**config.mk**
```make
export PLATFORM = sky130hd
export DESIGN_NAME = decoder_3x8_beh
export DESIGN_NICKNAME = d
export VERILOG_FILES = /design/src/rtl/decoder_3x8_beh.sv
export SDC_FILE = /design/constraint.sdc
export NUM_CORES = 1
export LEC_CHECK = 0
export CAP_MARGIN = 40
export CORE_AREA = 3 3 40 42
export CTS_BUF_LIST = sky130_fd_sc_hd__clkbuf_16
export DETAILED_ROUTE_END_ITERATION = 6
export DIE_AREA = 0 0 43 45
export SLEW_MARGIN = 20
export SYNTH_ARGS = -nofsm -noshare
export SYNTH_HDL_FRONTEND = slang
export SYNTH_SLANG_ARGS = --single-unit
export TNS_END_PERCENT = 20
```
**constraint.sdc**
```tcl
create_clock -name clk -period 2.55 [get_ports clk]
set_clock_uncertainty 0.2 [all_clocks]
set_input_delay 0.3825 -clock clk [delete_from_list [all_inputs] [get_ports clk]]
set_output_delay 0.3825 -clock clk [all_outputs]
set_load 0.02 [all_outputs]
```
**src/rtl/decoder_3x8_beh.sv**
```systemverilog
// decoder_3x8_beh: registered 3-to-8 one-hot decoder, index {c,a,b}.
// Define DECODER_3X8_ACTIVE_LOW_EN for active-low outputs (idle level 1, selected line 0).
module decoder_3x8_beh (
    input  logic clk,
    input  logic rst,
    input  logic en,
    input  logic a,
    input  logic b,
    input  logic c,
    output logic q0,
    output logic q1,
    output logic q2,
    output logic q3,
    output logic q4,
    output logic q5,
    output logic q6,
    output logic q7
);
`ifdef DECODER_3X8_ACTIVE_LOW_EN
    localparam logic [7:0] IDLE = 8'hff;
`else
    localparam logic [7:0] IDLE = 8'h00;
`endif
    logic [2:0] idx;
    logic [7:0] hot;
    logic [7:0] q;
    assign idx = {c, a, b};
    always_comb hot = en ? (8'b1 << idx) : 8'b0;
    // XOR with the idle level flips polarity without touching the decode itself
    always_ff @(posedge clk)
        if (rst) q <= IDLE;
        else     q <= hot ^ IDLE;
    assign {q7, q6, q5, q4, q3, q2, q1, q0} = q;
endmodule

```
**After elaboration in Yosys (flattened, before gate mapping)**

Cells that the tools add are included.

- Flip-flop bits (word level): 8
- Bits of input ports: 6
- Output and inout bits: 8
- Word-level logic and storage cells: 4

- Shift-type cells: 1
- Bitwise operators: 1
- Reductions and logical operators: 1

Operators with widths:

| kind | count |
|---|---|
| << shifter 1 x 3 -> 8 bit, first input constant | 1 |
| OR reduction 2 bit | 1 |
| NOT 1 bit | 1 |

**Longest topological paths before layout**

Gate-level depths: netlist of run 1.

- Depth after elaboration: 2
- Mapped depth: 2
- Depth with buffers taken out: 2

**Least setup slack after synthesis of run 1**

OpenSTA, ideal clock, no wires.

- Path kind: input -> register
- From: input port rst
- To: register q[0]
- Library setup time: 0.073 ns
- Arrival: 0.866 ns
- Data required time: 2.277 ns
- Setup slack: 1.411 ns
- Stages on the path: 2
- Buffers on the path: 0
- Cell sequence: or3b_4 nor3_2

- Cells in the longest elaborated chain, start to end: 1

Ends and longest elaborated chain:

| element | line | source |
|---|---|---|
| from (decl) | 5 | `input logic rst,` |
| OR reduction 2 bit (no line) | -- |  |
| to (signal assigned) | 32 | `else q <= hot ^ IDLE;` |
| to (decl) | 26 | `logic [7:0] q;` |

No other way between the ends.
A chain may end at the register's enable or synchronous reset.

**Final worst setup path of run 1**

- From: register q[0]
- To: output port q0

RTL lines:

| element | line | source |
|---|---|---|
| to (decl) | 10 | `output logic q0,` |

No word-level cell between the ends.

==> summary.txt, run 1 <==
STA
--------------------------------------------------------------------------------------------------------
Max-slew violation total from the final report                                                         0
Smallest hold slack                                                                               613 ps
RSZ-0062 raised after global routing                                                                  no
Worst max-slew margin expressed relative to the limit                                              85.6%
Final critical-path required period                                                              1730 ps
Final hold vios                                                                                        0
Final setup violating endpoints                                                                        0
FMAX                                                                                           0.578 GHz
Transition time of the tightest slew-check pin                                                    215 ps
Final critical-path share of the clock period                                                      67.8%
Sum of negative setup slack                                                                         0 ps

LAYOUT
--------------------------------------------------------------------------------------------------------
Register containing the most flip-flops in the final layout                                            q
Count of antenna diodes in the layout                                                                  0
Nets@finish                                                                                           45
Largest regs                                                                                        q x8
Final standard cell count with taps included and fillers excluded                                     52
Core utilization of the finished layout                                                            35.5%
Fill cells                                                                                           144
Share of layout cells above drive strength 1                                                       13.5%
Area Growth Syn to Fin                                                                             96.2%
Largest register FFs                                                                                   8

CTS
--------------------------------------------------------------------------------------------------------
Post-CTS Hold Fix Bufs                                                                                 0
Buffers inserted during post-CTS setup optimization                                                    0
Maximum buffer depth of the clock tree                                                                 2
Number of clock sinks seen by CTS                                                                      8
TritonCTS Buffers                                                                                      3
Max H-tree Level                                                                                       1
Post-CTS clock slew at the launch and capture registers of the worst setup and hold paths          40 ps
Post-CTS sizing                                                                                        0
Cell chosen for the clock root                                                              sky130_fd_sc_hd__clkbuf_16
TritonCTS clock tree                                                                                 yes

DIE
--------------------------------------------------------------------------------------------------------
Die Outline Area                                                                                1940 um2
Die W                                                                                              43 um
Y dimension of the die                                                                             45 um
Number of top-level pins                                                                              14
Core box area                                                                                   1280 um2
Std cell rows                                                                                         13
Starting density of the core                                                                       18.1%

CRITICAL PATH
--------------------------------------------------------------------------------------------------------
Crit path cell chain                                                                        clkdlybuf4s50_1
Path type of the worst setup path                                                           register to primary output
Kind of cell adding the most delay to the critical path                                     buffers and inverters
Stage delay of the slowest cell on the critical path                                              600 ps
Data arrival time of the critical path                                                           1150 ps
Data required, critical path                                                                     1970 ps
Buffers & Inverters on Critical Path                                                                   1
Type of destination of the critical path                                                    primary output
Critical-path top delay cell                                                                sky130_fd_sc_hd__clkdlybuf4s50_1
Startpoint types                                                                                register
Crit path max fanout                                                                                   1

LOGIC SYNTHESIS
--------------------------------------------------------------------------------------------------------
Synthesized-area fraction occupied by and/or/nand/nor cells                                        31.2%
Combinational family with the most area after synthesis                                     simple AND/OR/NAND/NOR gates
Synth Area in XOR/XNOR                                                                                0%
Leading cell types by total area after synthesis                                            sky130_fd_sc_hd__dfxtp_1, sky130_fd_sc_hd__nor2_1, sky130_fd_sc_hd__nand2b_1
Share of cell area taken by muxes after synthesis                                                     0%
Nets in the synthesized netlist                                                                       27
Fraction of the yosys area taken by sequential cells                                               68.8%
Compound-cell area share of the yosys netlist                                                         0%
Number of distinct library cells after synthesis                                                       8
Number of storage elements in the synthesis netlist                                                    8
Mean cell area of the mapped netlist                                                            11.1 um2
Number of cells produced by synthesis                                                                 21
Area share of the largest cell type after synthesis                                                68.8%
Total of warnings raised by yosys                                                                      0
Cell taking the most area after synthesis                                                   sky130_fd_sc_hd__dfxtp_1
Cell Area, Synth                                                                                 233 um2
Post-synthesis adder-cell area fraction                                                               0%

GLOBAL ROUTE
--------------------------------------------------------------------------------------------------------
Global routing met1 resource utilization                                                           4.87%
GR peak layer                                                                                       met2
Gr usage total                                                                                     6.93%
Maximum number of pins on one net before global-route repair                                           6
Number of antenna violations at the first check in global routing                                      0
Met3 capacity usage during global routing                                                          5.98%
Met2 routing resource usage after global routing                                                   11.7%
Wire length of the first global-routing pass                                                      841 um
Global route overflow                                                                                  0
Vias in the first global route                                                                       207

PWR
--------------------------------------------------------------------------------------------------------
Internal power                                                                                  0.343 mW
Combinational Power Share                                                                           5.5%
Worst-case vdd ir drop                                                                            328 uV
Relative contribution of sequential cells to total power                                           31.3%
Net switching power of the design                                                              0.0681 mW
Power share of the clock group                                                                     63.2%
P per Cell Area                                                                               900 nW/um2
P_leak                                                                                          0.170 nW
Switch share                                                                                       16.6%
PnR Total Power                                                                                 0.411 mW

ROUTING
--------------------------------------------------------------------------------------------------------
Vias per Instance                                                                                   3.77
Final Routed Wirelength                                                                           506 um
DR pass1 iterations                                                                                    1
Initial DRC count                                                                                      0
Post-detailed-route wirelength per cell                                                          9.73 um
Total vias in the final route                                                                        196
Detail Route Antenna Nets                                                                              0
# DRC                                                                                                  0

MIN PATH
--------------------------------------------------------------------------------------------------------
Hold crit path type                                                                         input port to register

PLACEMENT
--------------------------------------------------------------------------------------------------------
Routability congestion estimate from global placement                                              0.727
DP Wirelength                                                                                     357 um
Count of input and output buffers                                                                     13
Cells after DPL                                                                                       49

STATUS
--------------------------------------------------------------------------------------------------------
Outcome                                                                                        completed

RUN
--------------------------------------------------------------------------------------------------------
Number of max-capacitance violations reported                                                          0

final timing paths:
kind  startpoint   end  slack [ps]  depth (start not counted)
max         q[0]    q0         820                          1
min            c  q[0]         610                          2
metrics by stage:
step                cell area, um2  setup slack [ps]
floorplan                      233              1410
global placement               382               921
detailed placement             382               904
CTS                            457               798
global route                   457               798
finish                         457               821
logic make-up after synthesis:
group / after synthesis
AND/OR/NAND/NOR: 13
flip-flops: 8
synthesized netlist by cell type:
cell                       instances
sky130_fd_sc_hd__nor3_2            1
sky130_fd_sc_hd__nand2_1           1
sky130_fd_sc_hd__nor3_1            1
sky130_fd_sc_hd__dfxtp_1           8
sky130_fd_sc_hd__nand3b_1          1
sky130_fd_sc_hd__nor2_1            6
sky130_fd_sc_hd__or3b_4            1
sky130_fd_sc_hd__nand2b_1          2
power groups by stage:
| stage | Clock, mW | Combinational, mW | Sequential (mW) |
|---|---|---|---|
| 6_report | 0.260 | 0.0226 | 0.129 |
| 5_1_grt | 0.269 | 0.0249 | 0.129 |
| 4_1_cts | 0.266 | 0.0228 | 0.129 |
| 3_5_place_dp | 0 | 0.0227 | 0.130 |
| 3_3_place_gp | 0 | 0.0226 | 0.130 |
| 2_1_floorplan | 0 | 0.00544 | 0.133 |
layout by cell type (no fill, tap or decap):
| cell type | netlist | routed |
|---|---|---|
| sky130_fd_sc_hd__clkdlybuf4s50_1 | 0 | 13 |
| sky130_fd_sc_hd__dfxtp_1 | 8 | 8 |
| sky130_fd_sc_hd__nor2_1 | 6 | 6 |
| sky130_fd_sc_hd__clkbuf_16 | 0 | 3 |
| sky130_fd_sc_hd__nand2b_1 | 2 | 2 |
| sky130_fd_sc_hd__nand3b_1 | 1 | 1 |
| sky130_fd_sc_hd__nor3_1 | 1 | 1 |
| sky130_fd_sc_hd__or3b_4 | 1 | 1 |
| sky130_fd_sc_hd__nor3_2 | 1 | 1 |
| sky130_fd_sc_hd__nand2_1 | 1 | 1 |
final cells by class:
| cell class | instances | area, um2 | area share [%] |
|---|---|---|---|
| clock buffer | 3 | 75.1 | 16.4 |
| multi-input combinational | 13 | 72.6 | 15.9 |
| sequential | 8 | 160 | 35.1 |
| tap | 15 | 18.8 | 4.11 |
| timing repair buffer | 13 | 130 | 28.5 |
metal layers:
metal | vias up | routed length, um
li1 | 102 | -
met1 | 82 | 193
met2 | 12 | 243
met3 | 0 | 69
met4 | 0 | 0
met5 | - | 0
Note: power is estimated with default switching activity, not from simulation.
==> inputs of run 2 (changes only) <==
Clock period 2.55 ns to 1.66 ns, I/O delays scaled along.
==> run 2 against run 1 <==
Net effect:
- combinational power increased by 53%
- die area unchanged
- cell count unchanged
- global-route usage decreased by 1.6 points
- largest cell class unchanged
- largest power group unchanged
==> summary.txt, run 2 (synthesized netlist as in run 1, its figures left out) <==
CRITICAL PATH
--------------------------------------------------------------------------------------------------------
Type of destination of the critical path                                                    primary output   unchanged
Buffers & Inverters on Critical Path                                                                   1   unchanged
Crit path max fanout                                                                                   1   unchanged
Critical-path top delay cell                                                                sky130_fd_sc_hd__clkdlybuf4s50_1   unchanged
Launching element of the worst setup path                                                           q[7]   was q[0]
Stage delay of the slowest cell on the critical path                                              600 ps   about the same
Startpoint types                                                                                register   unchanged
Data required, critical path                                                                     1210 ps   was 1970 ps
Path type of the worst setup path                                                           register to primary output   unchanged
Data arrival time of the critical path                                                           1130 ps   was 1150 ps
WP depth                                                                                               1   unchanged
Crit path cell chain                                                                        clkdlybuf4s50_1   unchanged
Kind of cell adding the most delay to the critical path                                     buffers and inverters   unchanged

CTS
--------------------------------------------------------------------------------------------------------
TritonCTS Buffers                                                                                      3   unchanged
Maximum buffer depth of the clock tree                                                                 2   unchanged
Post-CTS Hold Fix Bufs                                                                                 0   unchanged
Cell chosen for the clock root                                                              sky130_fd_sc_hd__clkbuf_16   unchanged
Post-CTS sizing                                                                                        0   unchanged
Number of clock sinks seen by CTS                                                                      8   unchanged
Post-CTS clock slew at the launch and capture registers of the worst setup and hold paths          30 ps   was 40 ps
Max H-tree Level                                                                                       1   unchanged
Buffers inserted during post-CTS setup optimization                                                    0   unchanged
TritonCTS clock tree                                                                                 yes   unchanged

MIN PATH
--------------------------------------------------------------------------------------------------------
Hold_sp                                                                                                c   unchanged
Hold-critical path depth                                                                               2   unchanged
Hold Path End                                                                                       q[0]   unchanged
Hold crit path type                                                                         input port to register   unchanged

DIE
--------------------------------------------------------------------------------------------------------
Starting density of the core                                                                       18.1%   unchanged
Std cell rows                                                                                         13   unchanged
Core box area                                                                                   1280 um2   unchanged
Die Outline Area                                                                                1940 um2   unchanged
Y dimension of the die                                                                             45 um   unchanged
Number of top-level pins                                                                              14   unchanged
Die W                                                                                              43 um   unchanged

PWR
--------------------------------------------------------------------------------------------------------
Worst-case vdd ir drop                                                                            739 uV   was 328 uV
P_leak                                                                                          0.170 nW   unchanged
Combinational Power Share                                                                           5.5%   about the same
P per Cell Area                                                                              1370 nW/um2   was 900 nW/um2
Internal power                                                                                  0.526 mW   was 0.343 mW
Power share of the clock group                                                                     62.8%   was 63.2%
Net switching power of the design                                                              0.0973 mW   was 0.0681 mW
Relative contribution of sequential cells to total power                                           31.7%   was 31.3%
Switch share                                                                                       15.6%   was 16.6%

ROUTING
--------------------------------------------------------------------------------------------------------
# DRC                                                                                                  0   unchanged
Final Routed Wirelength                                                                           424 um   was 506 um
Detail Route Antenna Nets                                                                              0   unchanged
DR pass1 iterations                                                                                    2   was 1
Post-detailed-route wirelength per cell                                                          8.15 um   was 9.73 um
Total vias in the final route                                                                        189   was 196
Vias per Instance                                                                                   3.63   was 3.77
Initial DRC count                                                                                      1   was 0

STA
--------------------------------------------------------------------------------------------------------
Final setup violating endpoints                                                                        0   unchanged
RSZ-0062 raised after global routing                                                                  no   unchanged
Transition time of the tightest slew-check pin                                                    218 ps   was 215 ps
Worst max-slew margin expressed relative to the limit                                              85.5%   was 85.6%
FMAX                                                                                           0.635 GHz
Max-slew violation total from the final report                                                         0   unchanged
Sum of negative setup slack                                                                         0 ps   unchanged
Final critical-path required period                                                              1570 ps
Smallest hold slack                                                                               483 ps   was 613 ps
Final critical-path share of the clock period                                                      94.9%
Final hold vios                                                                                        0   unchanged

LAYOUT
--------------------------------------------------------------------------------------------------------
Leading cell type in the layout, fill and taps excluded                                     sky130_fd_sc_hd__clkdlybuf4s50_1   unchanged
Core utilization of the finished layout                                                            35.5%   unchanged
Largest register FFs                                                                                   8   unchanged
Final standard cell count with taps included and fillers excluded                                     52   unchanged
Count of antenna diodes in the layout                                                                  0   unchanged
Area Growth Syn to Fin                                                                             96.2%   unchanged
Most frequent cells in the layout                                                           sky130_fd_sc_hd__clkdlybuf4s50_1, sky130_fd_sc_hd__dfxtp_1, sky130_fd_sc_hd__nor2_1   unchanged
Largest regs                                                                                        q x8   unchanged
Register containing the most flip-flops in the final layout                                            q   unchanged
Share of layout cells above drive strength 1                                                       13.5%   unchanged
Nets@finish                                                                                           45   unchanged

RUN
--------------------------------------------------------------------------------------------------------
Number of max-capacitance violations reported                                                          0   unchanged

PLACEMENT
--------------------------------------------------------------------------------------------------------
Routability congestion estimate from global placement                                              0.761   was 0.727
Count of input and output buffers                                                                     13   unchanged
DP Wirelength                                                                                     330 um   was 357 um
Cells after DPL                                                                                       49   unchanged

GLOBAL ROUTE
--------------------------------------------------------------------------------------------------------
Number of antenna violations at the first check in global routing                                      0   unchanged
Global route overflow                                                                                  0   unchanged
Vias in the first global route                                                                       194   was 207
Wire length of the first global-routing pass                                                      690 um   was 841 um
Maximum number of pins on one net before global-route repair                                           6   unchanged
Gr usage total                                                                                     5.36%   was 6.93%

STATUS
--------------------------------------------------------------------------------------------------------
Outcome                                                                                        completed   unchanged

[run 2: cell counts in the layout (fill, tap and decap cells not counted)]
Identical to the previous run, type by type.
[run 2: cell type report]
class,count,area [um2]
fillers,138,828
repair buffers,13,130
clock buffers,3,75.1
multi-input cells,13,72.6
well taps,15,18.8
flip-flops and latches,8,160
[run 2: how the worst max path moves through the flow]
stage | end | slack (ps)
3_3_place_gp | q[4] | 160
5_1_grt | q1 | 60
2_1_floorplan | q[0] | 650
6_report | q7 | 90
3_5_place_dp | q[0] | 150
4_1_cts | q7 | 70
[run 2: power by group through the flow]
| stage | logic [mW] | clock network, mW | registers, mW |
|---|---|---|---|
| 3_5_place_dp | 0.0348 | 0 | 0.200 |
| 3_3_place_gp | 0.0348 | 0 | 0.200 |
| 5_1_grt | 0.0380 | 0.410 | 0.197 |
| 6_report | 0.0345 | 0.392 | 0.197 |
| 4_1_cts | 0.0348 | 0.400 | 0.197 |
| 2_1_floorplan | 0.00836 | 0 | 0.204 |
[run 2: metrics by stage]
step / instance area (um2) / setup slack, ps / total power, mW
after floorplan: 233 / 654 / 0.213
after CTS: 457 / 72.9 / 0.632
after global routing: 457 / 57.1 / 0.645
after global placement: 382 / 162 / 0.235
final: 457 / 85.1 / 0.623
after detailed placement: 382 / 152 / 0.235
[run 2: metal layers]
layer  wire, um  global-route usage (%)
met5          0                       0
met1        177                    4.65
met3         60                    3.98
met2        164                    7.78
met4         21                    5.42
